$ cat src/rtl/gate_sensor_pkg.sv
// rtl/gate_sensor_pkg.sv - shared state encoding and defaults for the gate sensor decoder
package gate_sensor_pkg;

    localparam int DEFAULT_DEBOUNCE_CYCLES = 16;
    localparam int DEFAULT_TIMEOUT_CYCLES  = 1_000_000;

    typedef enum logic [2:0] {
        ST_IDLE       = 3'd0,
        ST_ENT_A      = 3'd1,
        ST_ENT_AB     = 3'd2,
        ST_ENT_B      = 3'd3,
        ST_EXT_B      = 3'd4,
        ST_EXT_BA     = 3'd5,
        ST_EXT_A      = 3'd6,
        ST_WAIT_CLEAR = 3'd7
    } gate_state_t;

endpackage

$ cat src/rtl/sensor_debouncer.sv
// rtl/sensor_debouncer.sv - two-flop synchroniser plus stability-count debouncer for one beam
module sensor_debouncer
    import gate_sensor_pkg::*;
#(
    parameter int DEBOUNCE_CYCLES = DEFAULT_DEBOUNCE_CYCLES
) (
    input  logic clk,
    input  logic reset_n,
    input  logic i_raw,
    output logic o_level
);

    localparam int              CW       = $clog2(DEBOUNCE_CYCLES + 1);
    localparam logic [CW-1:0]   CNT_LAST = CW'(DEBOUNCE_CYCLES - 1);

    logic          r_sync1;
    logic          r_sync2;
    logic          r_level;
    logic [CW-1:0] r_cnt;

    // The Nth consecutive disagreeing cycle commits the new level.
    always_ff @(posedge clk or negedge reset_n) begin
        if (!reset_n) begin
            r_sync1 <= 1'b0;
            r_sync2 <= 1'b0;
            r_level <= 1'b0;
            r_cnt   <= '0;
        end else begin
            r_sync1 <= i_raw;
            r_sync2 <= r_sync1;
            if (r_sync2 == r_level) begin
                r_cnt <= '0;
            end else if (r_cnt == CNT_LAST) begin
                r_level <= r_sync2;
                r_cnt   <= '0;
            end else begin
                r_cnt <= r_cnt + 1'b1;
            end
        end
    end

    assign o_level = r_level;

endmodule

$ cat src/rtl/gate_sensor_decoder.sv
// rtl/gate_sensor_decoder.sv - beam-pair direction decoder; GATE_SENSOR_TIMEOUT_EN adds dwell abort
module gate_sensor_decoder
    import gate_sensor_pkg::*;
#(
    parameter int DEBOUNCE_CYCLES = DEFAULT_DEBOUNCE_CYCLES,
    parameter int TIMEOUT_CYCLES  = DEFAULT_TIMEOUT_CYCLES
) (
    input  logic clk,
    input  logic reset_n,
    input  logic sensor_a_raw,
    input  logic sensor_b_raw,
    output logic entry_detected,
    output logic exit_detected,
    output logic gate_busy,
    output logic fault
);

    logic        w_a;
    logic        w_b;
    logic        w_timeout;
    logic        w_entry;
    logic        w_exit;
    logic        w_fault;
    gate_state_t w_next;

    gate_state_t r_state;
    logic        r_entry;
    logic        r_exit;
    logic        r_busy;
    logic        r_fault;

    sensor_debouncer #(.DEBOUNCE_CYCLES(DEBOUNCE_CYCLES)) u_deb_a (
        .clk     (clk),
        .reset_n (reset_n),
        .i_raw   (sensor_a_raw),
        .o_level (w_a)
    );

    sensor_debouncer #(.DEBOUNCE_CYCLES(DEBOUNCE_CYCLES)) u_deb_b (
        .clk     (clk),
        .reset_n (reset_n),
        .i_raw   (sensor_b_raw),
        .o_level (w_b)
    );

`ifdef GATE_SENSOR_TIMEOUT_EN
    localparam int            TW        = $clog2(TIMEOUT_CYCLES + 1);
    localparam logic [TW-1:0] DWELL_END = TW'(TIMEOUT_CYCLES - 1);

    logic [TW-1:0] r_dwell;

    assign w_timeout = (r_state != ST_IDLE) && (r_state != ST_WAIT_CLEAR) && (r_dwell == DWELL_END);

    always_ff @(posedge clk or negedge reset_n) begin
        if (!reset_n) begin
            r_dwell <= '0;
        end else if ((w_next != r_state) || (r_state == ST_IDLE) || (r_state == ST_WAIT_CLEAR)) begin
            r_dwell <= '0;
        end else begin
            r_dwell <= r_dwell + 1'b1;
        end
    end
`else
    assign w_timeout = 1'b0;
`endif

    always_comb begin
        w_next = r_state;
        case (r_state)
            ST_IDLE: begin
                if (w_a && !w_b)       w_next = ST_ENT_A;
                else if (!w_a && w_b)  w_next = ST_EXT_B;
                else if (w_a && w_b)   w_next = ST_WAIT_CLEAR;
            end
            ST_ENT_A: begin
                if (w_a && w_b)        w_next = ST_ENT_AB;
                else if (!w_a && w_b)  w_next = ST_ENT_B;
                else if (!w_a && !w_b) w_next = ST_IDLE;
            end
            ST_ENT_AB: begin
                if (!w_a && w_b)       w_next = ST_ENT_B;
                else if (w_a && !w_b)  w_next = ST_ENT_A;
                else if (!w_a && !w_b) w_next = ST_IDLE;
            end
            ST_ENT_B: begin
                if (!w_a && !w_b)      w_next = ST_IDLE;
                else if (w_a && w_b)   w_next = ST_ENT_AB;
                else if (w_a && !w_b)  w_next = ST_ENT_A;
            end
            ST_EXT_B: begin
                if (w_a && w_b)        w_next = ST_EXT_BA;
                else if (w_a && !w_b)  w_next = ST_EXT_A;
                else if (!w_a && !w_b) w_next = ST_IDLE;
            end
            ST_EXT_BA: begin
                if (w_a && !w_b)       w_next = ST_EXT_A;
                else if (!w_a && w_b)  w_next = ST_EXT_B;
                else if (!w_a && !w_b) w_next = ST_IDLE;
            end
            ST_EXT_A: begin
                if (!w_a && !w_b)      w_next = ST_IDLE;
                else if (w_a && w_b)   w_next = ST_EXT_BA;
                else if (!w_a && w_b)  w_next = ST_EXT_B;
            end
            ST_WAIT_CLEAR: begin
                if (!w_a && !w_b)      w_next = ST_IDLE;
            end
            default: w_next = ST_IDLE;
        endcase
        if (w_timeout) begin
            w_next = ST_WAIT_CLEAR;
        end
    end

    // A timed-out crossing never counts, even if the beams clear on the same cycle.
    assign w_entry = (r_state == ST_ENT_B) && !w_a && !w_b && !w_timeout;
    assign w_exit  = (r_state == ST_EXT_A) && !w_a && !w_b && !w_timeout;
    assign w_fault = ((r_state == ST_IDLE) && w_a && w_b) || w_timeout;

    always_ff @(posedge clk or negedge reset_n) begin
        if (!reset_n) begin
            r_state <= ST_IDLE;
            r_entry <= 1'b0;
            r_exit  <= 1'b0;
            r_busy  <= 1'b0;
            r_fault <= 1'b0;
        end else begin
            r_state <= w_next;
            r_entry <= w_entry;
            r_exit  <= w_exit;
            r_busy  <= (w_next != ST_IDLE);
            r_fault <= w_fault;
        end
    end

    assign entry_detected = r_entry;
    assign exit_detected  = r_exit;
    assign gate_busy      = r_busy;
    assign fault          = r_fault;

endmodule

$ cat config.mk
export PLATFORM = sky130hd
export DESIGN_NAME = gate_sensor_decoder
export DESIGN_NICKNAME = d
export VERILOG_FILES = /design/src/rtl/gate_sensor_pkg.sv /design/src/rtl/sensor_debouncer.sv /design/src/rtl/gate_sensor_decoder.sv
export SDC_FILE = /design/constraint.sdc
export NUM_CORES = 1
export LEC_CHECK = 0
export BUFFER_PORTS_ARGS = -buffer_cell sky130_fd_sc_hd__buf_2
export CAP_MARGIN = 20
export CORE_MARGIN = 5
export CORE_UTILIZATION = 40
export DETAILED_ROUTE_END_ITERATION = 8
export PLACE_DENSITY = 0.65
export SYNTH_ARGS = -nofsm -noshare
export SYNTH_HDL_FRONTEND = slang
export SYNTH_SLANG_ARGS = --single-unit
$ cat constraint.sdc
create_clock -name clk -period 1.85 [get_ports clk]
set_input_delay 0.2775 -clock clk [delete_from_list [all_inputs] [get_ports clk]]
set_output_delay 0.2775 -clock clk [all_outputs]
set_load 0.02 [all_outputs]
# [Yosys cells after proc, flatten, opt, wreduce, memory -nomap -nowiden]
# Cells that the tools add are included.
[totals] ff_bits=23 in_bits=4 mem_bits_rw=0 rom_bits=0 n_memories=0 out_inout_bits=4 latch_bits=0 word_cells=67
[op_classes] n_lt_le_gt_ge=0 n_bitwise=2 n_shift=0 eq_ne=11 div=0 n_mul=0 n_addsub=2 reduce_logical=16 n_mux=23
[ops] cell="$mux 3" count=18
[ops] cell="$pmux 3 s8" count=1
[ops] cell="$mux 5" count=4
[ops] cell="$eq 3x3->1 const B" count=4
[ops] cell="$add 5x1->5 const B" count=2
[ops] cell="$eq 5x4->1 const B" count=2
[ops] cell="$logic_and 1x1->1" count=10
[ops] cell="$eq 3x2->1 const B" count=2
[ops] cell="$reduce_and 2->1" count=2
[ops] cell="$eq 3x1->1 const B" count=1
[ops] cell="$logic_not 3->1" count=1
[ops] cell="$reduce_bool 3->1" count=1
[ops] cell="$eq 1x1->1" count=2
[ops] cell="$logic_not 1->1" count=2
[ops] cell="$not 1->1" count=2

# [Depth between registers and ports, before layout]
# Gate-level depths: netlist of run 1.
[depth] word_depth=7 depth_mapped=4 ltp_nobuf=4

# [Hierarchy]
# Synthesis of run 1 repeated with hierarchy kept, for this count alone.
[unflattened] hier_cells=74 area_unflattened_um2=924.6
[by_module_without_submodules] module="sensor_debouncer" cells_each=23 area_each_um2=311.5 n_inst=2 seq_area_each_um2=200.2
[by_module_without_submodules] module="gate_sensor_decoder" cells_each=28 area_each_um2=301.5 n_inst=1 seq_area_each_um2=175.2

# [Worst setup path before layout of run 1]
# Ideal clock, no wire load.
[synth_timing] kind="reg2reg" start="reg u_deb_a.r_cnt[0]" end="reg u_deb_a.r_level (netlist: u_deb_a.o_level)" path_buffers=0 setup_time_ns=0.127 required_ns=1.723 synth_period_minus_slack_ns=1.162 setup_slack_ns=0.688 t_arrival_ns=1.034 stages_incl_launch_ff=5 path_cell_list="dfrtp_1 ha_1 nand3_1 nor2_1 mux2_1"
[synth_via] elab_chain_cells=2
[synth_lines] item="from (decl)" line="sensor_debouncer.sv:19" source="logic [CW-1:0] r_cnt;"
[synth_lines] item="from (signal assigned)" line="sensor_debouncer.sv:37" source="r_cnt <= r_cnt + 1'b1;"
[synth_lines] item="$eq 5x4->1" line="sensor_debouncer.sv:33" source="end else if (r_cnt == CNT_LAST) begin"
[synth_lines] item="$reduce_and 2->1 (no line)"
[synth_lines] item="to (signal assigned)" line="sensor_debouncer.sv:34" source="r_level <= r_sync2;"
[synth_lines] item="to (decl)" line="sensor_debouncer.sv:18" source="logic r_level;"
# Every way passes these cells.
# A chain may end at the register's enable or synchronous reset.

# [Worst setup path after layout of run 1]
[layout_timing] start="reg u_deb_b.r_cnt[0]" end="reg u_deb_b.r_level (netlist: u_deb_b.o_level)"
[layout_via] elab_chain_cells=2
[layout_lines] item="from (decl)" line="sensor_debouncer.sv:19"
[layout_lines] item="from (signal assigned)" line="sensor_debouncer.sv:37"
[layout_lines] item="$eq 5x4->1" line="sensor_debouncer.sv:33"
[layout_lines] item="$reduce_and 2->1 (no line)"
[layout_lines] item="to (signal assigned)" line="sensor_debouncer.sv:34"
[layout_lines] item="to (decl)" line="sensor_debouncer.sv:18"
# Every way passes these cells.

==> run metrics, run 1 <==
GP Congestion=0.764; Comb pwr share=4.4%; Critical Path Sink=u_deb_b.o_level; Top FF cell, synth=dfrtp_1; H-tree depth=1; Tcrit/Tclk final=between 60% and 70%; Final min period=~1300 ps; Clock Latency Late Sink=300 ps; CP arrival=~1500 ps; status=completed; FP Rows=17; Starting Density=41.0%; metal2 WL=602 µm; leakage power=roughly 0.52 nW; Slew HR=67.5%; Final HPWL DP=891 µm; final setup violation count=0; final net count=89; Clock Pin Slew Worst Setup and Hold Paths=120 ps; most common cell in the netlist=dfrtp_1; Clock Tree Root=clkbuf_4; FF+latch count, synth=23; grt total ovfl=0; endpoint type of the worst setup path=flip-flop; CP Data Required Time=2040 ps; port buffer count=7; sw frac=21.5%; Synth area leader=dfrtp_1; Hold Buf Count CTS=1; initial DRC count=6; via count=520; final hold vios=0; CP max FO=3; Slew Limit Fails=0; hold path depth=1; antenna diode count=0; RSZ-0062 raised after global routing=false; cell count after synthesis=72; initial antenna violation count=0; proportion of layout cells with a drive suffix above 1=15.9%; Critical Setup Path Class=reg -> reg; R2R Path Start=u_deb_b.r_cnt[0]; Syn Nets=~80; Yosys top cell area share=64.7%; FF-to-FF path depth=4; overall routed net length=around 1200 µm; number of buffers on the longest clock path=2; peak supply drop=0.000483 V; number of global-route vias before repair=520; Clk pwr share=27.9%; yosys synthesis warning count=0; Ports=8; DIE WIDTH=roughly 57 µm; r2r endpoint=u_deb_b.o_level; post-CTS setup buffers=0; Max-Cap Viols=0; Worst Setup SP=u_deb_b.r_cnt[0]; Post-synth EDFFs=0; TritonCTS Buffers=3; Sequential Power Share=67.7%; vias per cell=between 4 and 5; slew at the pin closest to its max-slew limit=487 ps; first-pass GRT wire length=2210 µm; top layer in use=met4; DRT met1 WL=568 µm; GRT Total Usage=8.84%; Avg Inst Size Synth=12.4 µm²; Fmax=799 MHz; TNS Setup=0 ps; top area cells in the synthesized netlist=dfrtp_1 65%, xor2_1 5.9%, nor2_1 3.8%; area delta synth->final=11.0%; Int Pwr=around 0.6 mW; Post-synth ARST share=100%; CTS tree=yes; Residual DRC=0; Detail Route Antenna Nets=0; 1st-pass router iterations=4; Die H=approximately 57 µm; Tot Pwr=0.780 mW; Post-Syn Area=about 890 µm²; synth unique cells=24; die area=3270 µm²; dpl ws=602 ps; Final Skew=2.05 ps; drt wl/cell=11.0 µm; cts repair resizes=0; PwrDens=790 nW/µm²; Core ar.=approximately 2200 µm²; NetSw=0.167 mW; HP Class=in -> reg; met3 wire length=just under 30 µm; sequential share of the synthesized area=64.7%; FF-to-FF setup slack=600 ps; Clock Sinks=23; top post-synthesis cells by count=23 x dfrtp_1, 9 x nor2_1, 6 x xor2_1; Critical Path Start Type=flip-flop; pin count of the biggest net entering global routing=24; Final WS setup=598 ps
==> cell type report <==
type,count,area [µm²]
Clock buffer,3,22.5
Clock inverter,1,5.00
Fill cell,209,1180
Inverter,3,11.3
Multi-Input combinational cell,44,293
Sequential cell,23,576
Tap cell,28,35.0
Timing Repair Buffer,8,45.0
==> worst min path at each step <==
| stage | endpoint | start | slack (ps) |
|---|---|---|---|
| 6_report | u_deb_b.r_sync1 | sensor_b_raw | 70 |
| 5_1_grt | u_deb_b.r_sync1 | sensor_b_raw | 40 |
| 4_1_cts | u_deb_a.r_sync1 | sensor_a_raw | 60 |
| 3_5_place_dp | u_deb_a.r_sync2 | reset_n | 270 |
| 3_3_place_gp | entry_detected | reset_n | 270 |
| 2_1_floorplan | entry_detected | reset_n | -20 |
==> critical path, stage by stage, from the launching register on <==
cell	delay, ps
dfrtp_1	390
ha_1	190
nand3_1	120
nor2_1	120
mux2_1	330
==> cells in the final DEF (no fill, tap or decap), types with 2 or more instances in the layout <==
cell type  count
nor2_1         9
nor3_1         2
inv_1          2
nand3_1        4
clkbuf_4       3
dfrtp_1       23
mux2_1         2
xor2_1         6
buf_2          7
nand2_1        2
and2_1         3
o21ai_1        2
ha_1           2
and3_1         2
==> per-layer routing <==
layer / GRT usage (%) / vias up
li1: - / 261
met1: 10.5 / 253
met2: 13.7 / 4
met3: 2.71 / 2
met4: 5.96 / 0
met5: 0 / -
==> registers in the layout (all words and copies together) (netlist names) <==
name and count:
fault 1, u_deb_b.o_level 1, r_state 3, entry_detected 1, u_deb_b.r_cnt 5, u_deb_b.r_sync2 1, u_deb_a.r_sync2 1, exit_detected 1
u_deb_a.r_sync1 1, u_deb_b.r_sync1 1, gate_busy 1, u_deb_a.r_cnt 5, u_deb_a.o_level 1
==> power groups by stage <==
stage,Clock (mW),Sequential (mW),Combinational (mW)
after global routing,0.259,0.530,0.0414
final,0.218,0.527,0.0343
after global placement,0,0.536,0.0335
after floorplan,0,0.535,0.0183
after CTS,0.234,0.528,0.0360
after detailed placement,0,0.537,0.0344
==> cell families (layout without fill, tap and decap cells) <==
kind of cell             count (synthesis)  count (layout)  synth area share [%]
AO/OA/AOI/OAI                            7               7                  5.49
XOR/XNOR                                 6               6                  5.91
adder cells (fa/ha/maj)                  3               3                  4.08
buffers and inverters                    5              15                  2.39
flip-flops                              23              23                  64.7
multiplexers                             3               3                  3.66
AND/OR/NAND/NOR                         25              25                  13.8
==> stage by stage <==
| step | util (%) | cells | area [µm²] | hold WS [ps] |
|---|---|---|---|---|
| 2_1_floorplan | - | 72 | 890 | -18.1 |
| 3_3_place_gp | 43.8 | 105 | 950 | 272 |
| 3_5_place_dp | 43.8 | 105 | 950 | 272 |
| 4_1_cts | 45.5 | 110 | 987 | 56.5 |
| 5_1_grt | 45.5 | 110 | 987 | 37.4 |
| 6_report | 45.5 | 110 | 987 | 73.4 |
(Power assumes the default switching activity.)
==> run 2: changes to the inputs <==
--- a/config.mk
+++ b/config.mk
@@ -5,6 +5,7 @@
 export SDC_FILE = /design/constraint.sdc
 export NUM_CORES = 1
 export LEC_CHECK = 0
+export ABC_AREA = 1
 export BUFFER_PORTS_ARGS = -buffer_cell sky130_fd_sc_hd__buf_2
 export CAP_MARGIN = 20
 export CORE_MARGIN = 5
==> constraint.sdc (replaced) <==
create_clock -name clk -period 1.3 [get_ports clk]
set_input_delay 0.195 -clock clk [delete_from_list [all_inputs] [get_ports clk]]
set_output_delay 0.195 -clock clk [all_outputs]
set_load 0.02 [all_outputs]
==> run 2 against run 1 <==
Clock power increased by 52%. Count of clock-buffer cells in the layout unchanged. Combinational power rose by 70%. Setup slack got worse by 460 ps. Total power grew 46%. Clock skew increased by 4.0 ps. Critical path type unchanged.
==> run metrics, run 2 <==
status=completed; vias per cell=4.65; via count=698; first-pass GRT wire length=2710 µm; Final min period=1160 ps; Post-Place Cells=roughly 140; TritonCTS Buffers=3; Fmax=864 MHz; Clock Tree Root=clkbuf_4; yosys synthesis warning count=0; drt wl/cell=10.1 µm; Critical Setup Path Class=reg -> reg; Tcrit/Tclk final=89.0%; CP Data Required Time=1500 ps; Synth Area in Simple Gates=25.4%; GRT met3 Usage=4.14%; die area=3550 µm²; cell count after synthesis=108; HP Class=in -> async; post-CTS setup buffers=0; RSZ-0062 raised after global routing=false; Starting Density=40.9%; TNS Setup=0 ps; pin count of the biggest net entering global routing=24; slew at the pin closest to its max-slew limit=~500 ps; Clock Pin Slew Worst Setup and Hold Paths=130 ps; area delta synth->final=12.1%; initial antenna violation count=0; main combinational cell family by area after synthesis=simple AND/OR/NAND/NOR gates; most frequent cells in the layout=23 x nor2_1, 22 x dfrtp_1, 19 x nand2_1; Core ar.=2410 µm²; proportion of layout cells with a drive suffix above 1=12.5%; Clock Latency Late Sink=~310 ps; Synth Area in Adders=2.54%; Die H=59.6 µm; Detail Route Antenna Nets=0; antenna diode count=0; Residual DRC=0; Post-synth ARST share=100%; Final HPWL DP=roughly 1100 µm; peak supply drop=about 0.0010 V; compound-gate portion of the synthesized area=4.70%; most common cell after layout, fill and taps aside=nor2_1; PwrDens=1030 nW/µm²; GR Util met1=between 10% and 20%; Critical Path Start Type=flip-flop; Avg Inst Size Synth=9.12 µm²; GRT Total Usage=10.0%; FF+latch count, synth=23; port buffer count=7; DIE WIDTH=between 50 and 60 µm; synth unique cells=19; initial DRC count=11; Synth area leader=dfrtp_1; Yosys top cell area share=between 50% and 60%; final net count=127; grt peak-use layer=met2; met2 Usage GRT=16.4%; Max-Cap Viols=0; Post-Layout Cell Count=150; mux share of post-synthesis cell area=0%; GP Congestion=0.958; overall routed net length=1520 µm; number of global-route vias before repair=657; number of buffers on the longest clock path=2; 1st-pass router iterations=4; grt total ovfl=0; Slew Limit Fails=0; Post-synth EDFFs=0; Clock Sinks=23; CTS tree=yes; xor/xnor share of the synthesized area=3.56%; Final Skew=6.02 ps; top flop regs=u_deb_a.r_cnt (5), u_deb_b.r_cnt (5), r_state (3); sequential share of the synthesized area=58.4%; Slew HR=67.1%; Syn Nets=114; Post-Syn Area=985 µm²; CP arrival=approximately 1400 ps; leakage power=about 0.52 nW; H-tree depth=1; Ports=8; final hold vios=0; endpoint type of the worst setup path=flip-flop; final setup violation count=0; top area cells in the synthesized netlist=dfrtp_1 58%, nor2_1 8.8%, nand2_1 7.2%; FP Rows=18; top post-synthesis cells by count=23 x dfrtp_1, 23 x nor2_1, 19 x nand2_1; CP max FO=6; Top FF cell, synth=dfrtp_1
==> run 2: cell count changes in the layout (fill, tap and decap cells not counted), sizes merged, moves of 3 or more <==
cell / delta
and2: -3
inv: +7
nand2: +18
o21ai: +3
xor2: -4
nor2: +14
==> run 2: worst paths after layout <==
check,start,to,slack [ps],cells after the start
setup / recovery,r_state[0],r_state[0],140,7
hold / removal,reset_n,u_deb_a.r_cnt[4],360,2
setup reg to reg,r_state[0],r_state[0],140,7
hold reg to reg,u_deb_a.r_sync1,u_deb_a.r_sync2,360,0
max in group asynchronous,reset_n,u_deb_a.o_level,590,2
min in group clk,u_deb_a.r_sync1,u_deb_a.r_sync2,360,0
==> run 2: cell type report <==
type / instances / area (µm²)
clock inverter: 1 / 7.51
fill: 223 / 1310
inverter: 10 / 37.5
clock buffer: 3 / 22.5
tap: 30 / 37.5
sequential: 23 / 577
multi-input combinational: 73 / 357
timing repair buffer: 10 / 65.1
==> run 2: power breakdown <==
group | internal [mW] | total, mW | switching, mW | leakage, nW
logic | 0.0253 | 0.0582 | 0.0329 | 0.203
clock network | 0.117 | 0.331 | 0.214 | 0.0139
registers | 0.737 | 0.750 | 0.0133 | 0.305
==> run 2: timing repair <==
action,4_1_cts,5_1_grt
hold buffers,3,0
endpoints found under the hold margin,25,0
endpoints found under the setup margin,0,1
resized for setup,0,1
==> run 2: logic make-up (layout without fill, tap and decap cells) <==
family	Yosys count	after routing
AO/OA/AOI/OAI	9	9
XOR/XNOR	4	4
adder cells (fa/ha/maj)	2	2
buffers and inverters	12	24
flip-flops	23	23
AND/OR/NAND/NOR	58	58
==> run 2: worst max-delay path, cell delays in order, from the launching register on <==
cell	delay, ps
dfrtp_1	470
inv_1	130
nand2_1	110
nor2_1	50
nand2_1	60
nand2_1	50
nor2_1	100
nand3_1	80
==> run 2: per-layer routing <==
metal	vias to the layer above	routed length [µm]
li1	363	-
met1	315	663
met2	18	739
met3	2	101
met4	0	12
met5	-	0
==> run 2: per-stage QoR <==
stage / util [%] / power, mW / setup WS, ps / instance area [µm²] / hold slack, ps
global placement: 43.3 / 0.814 / 150 / 1040 / 189
detailed placement: 43.3 / 0.818 / 151 / 1040 / 193
CTS: 45.7 / 1.16 / 113 / 1100 / 366
floorplan: - / 0.791 / 263 / 985 / -101
global route: 45.8 / 1.20 / 18.2 / 1100 / 372
finish: 45.8 / 1.14 / 143 / 1100 / 359
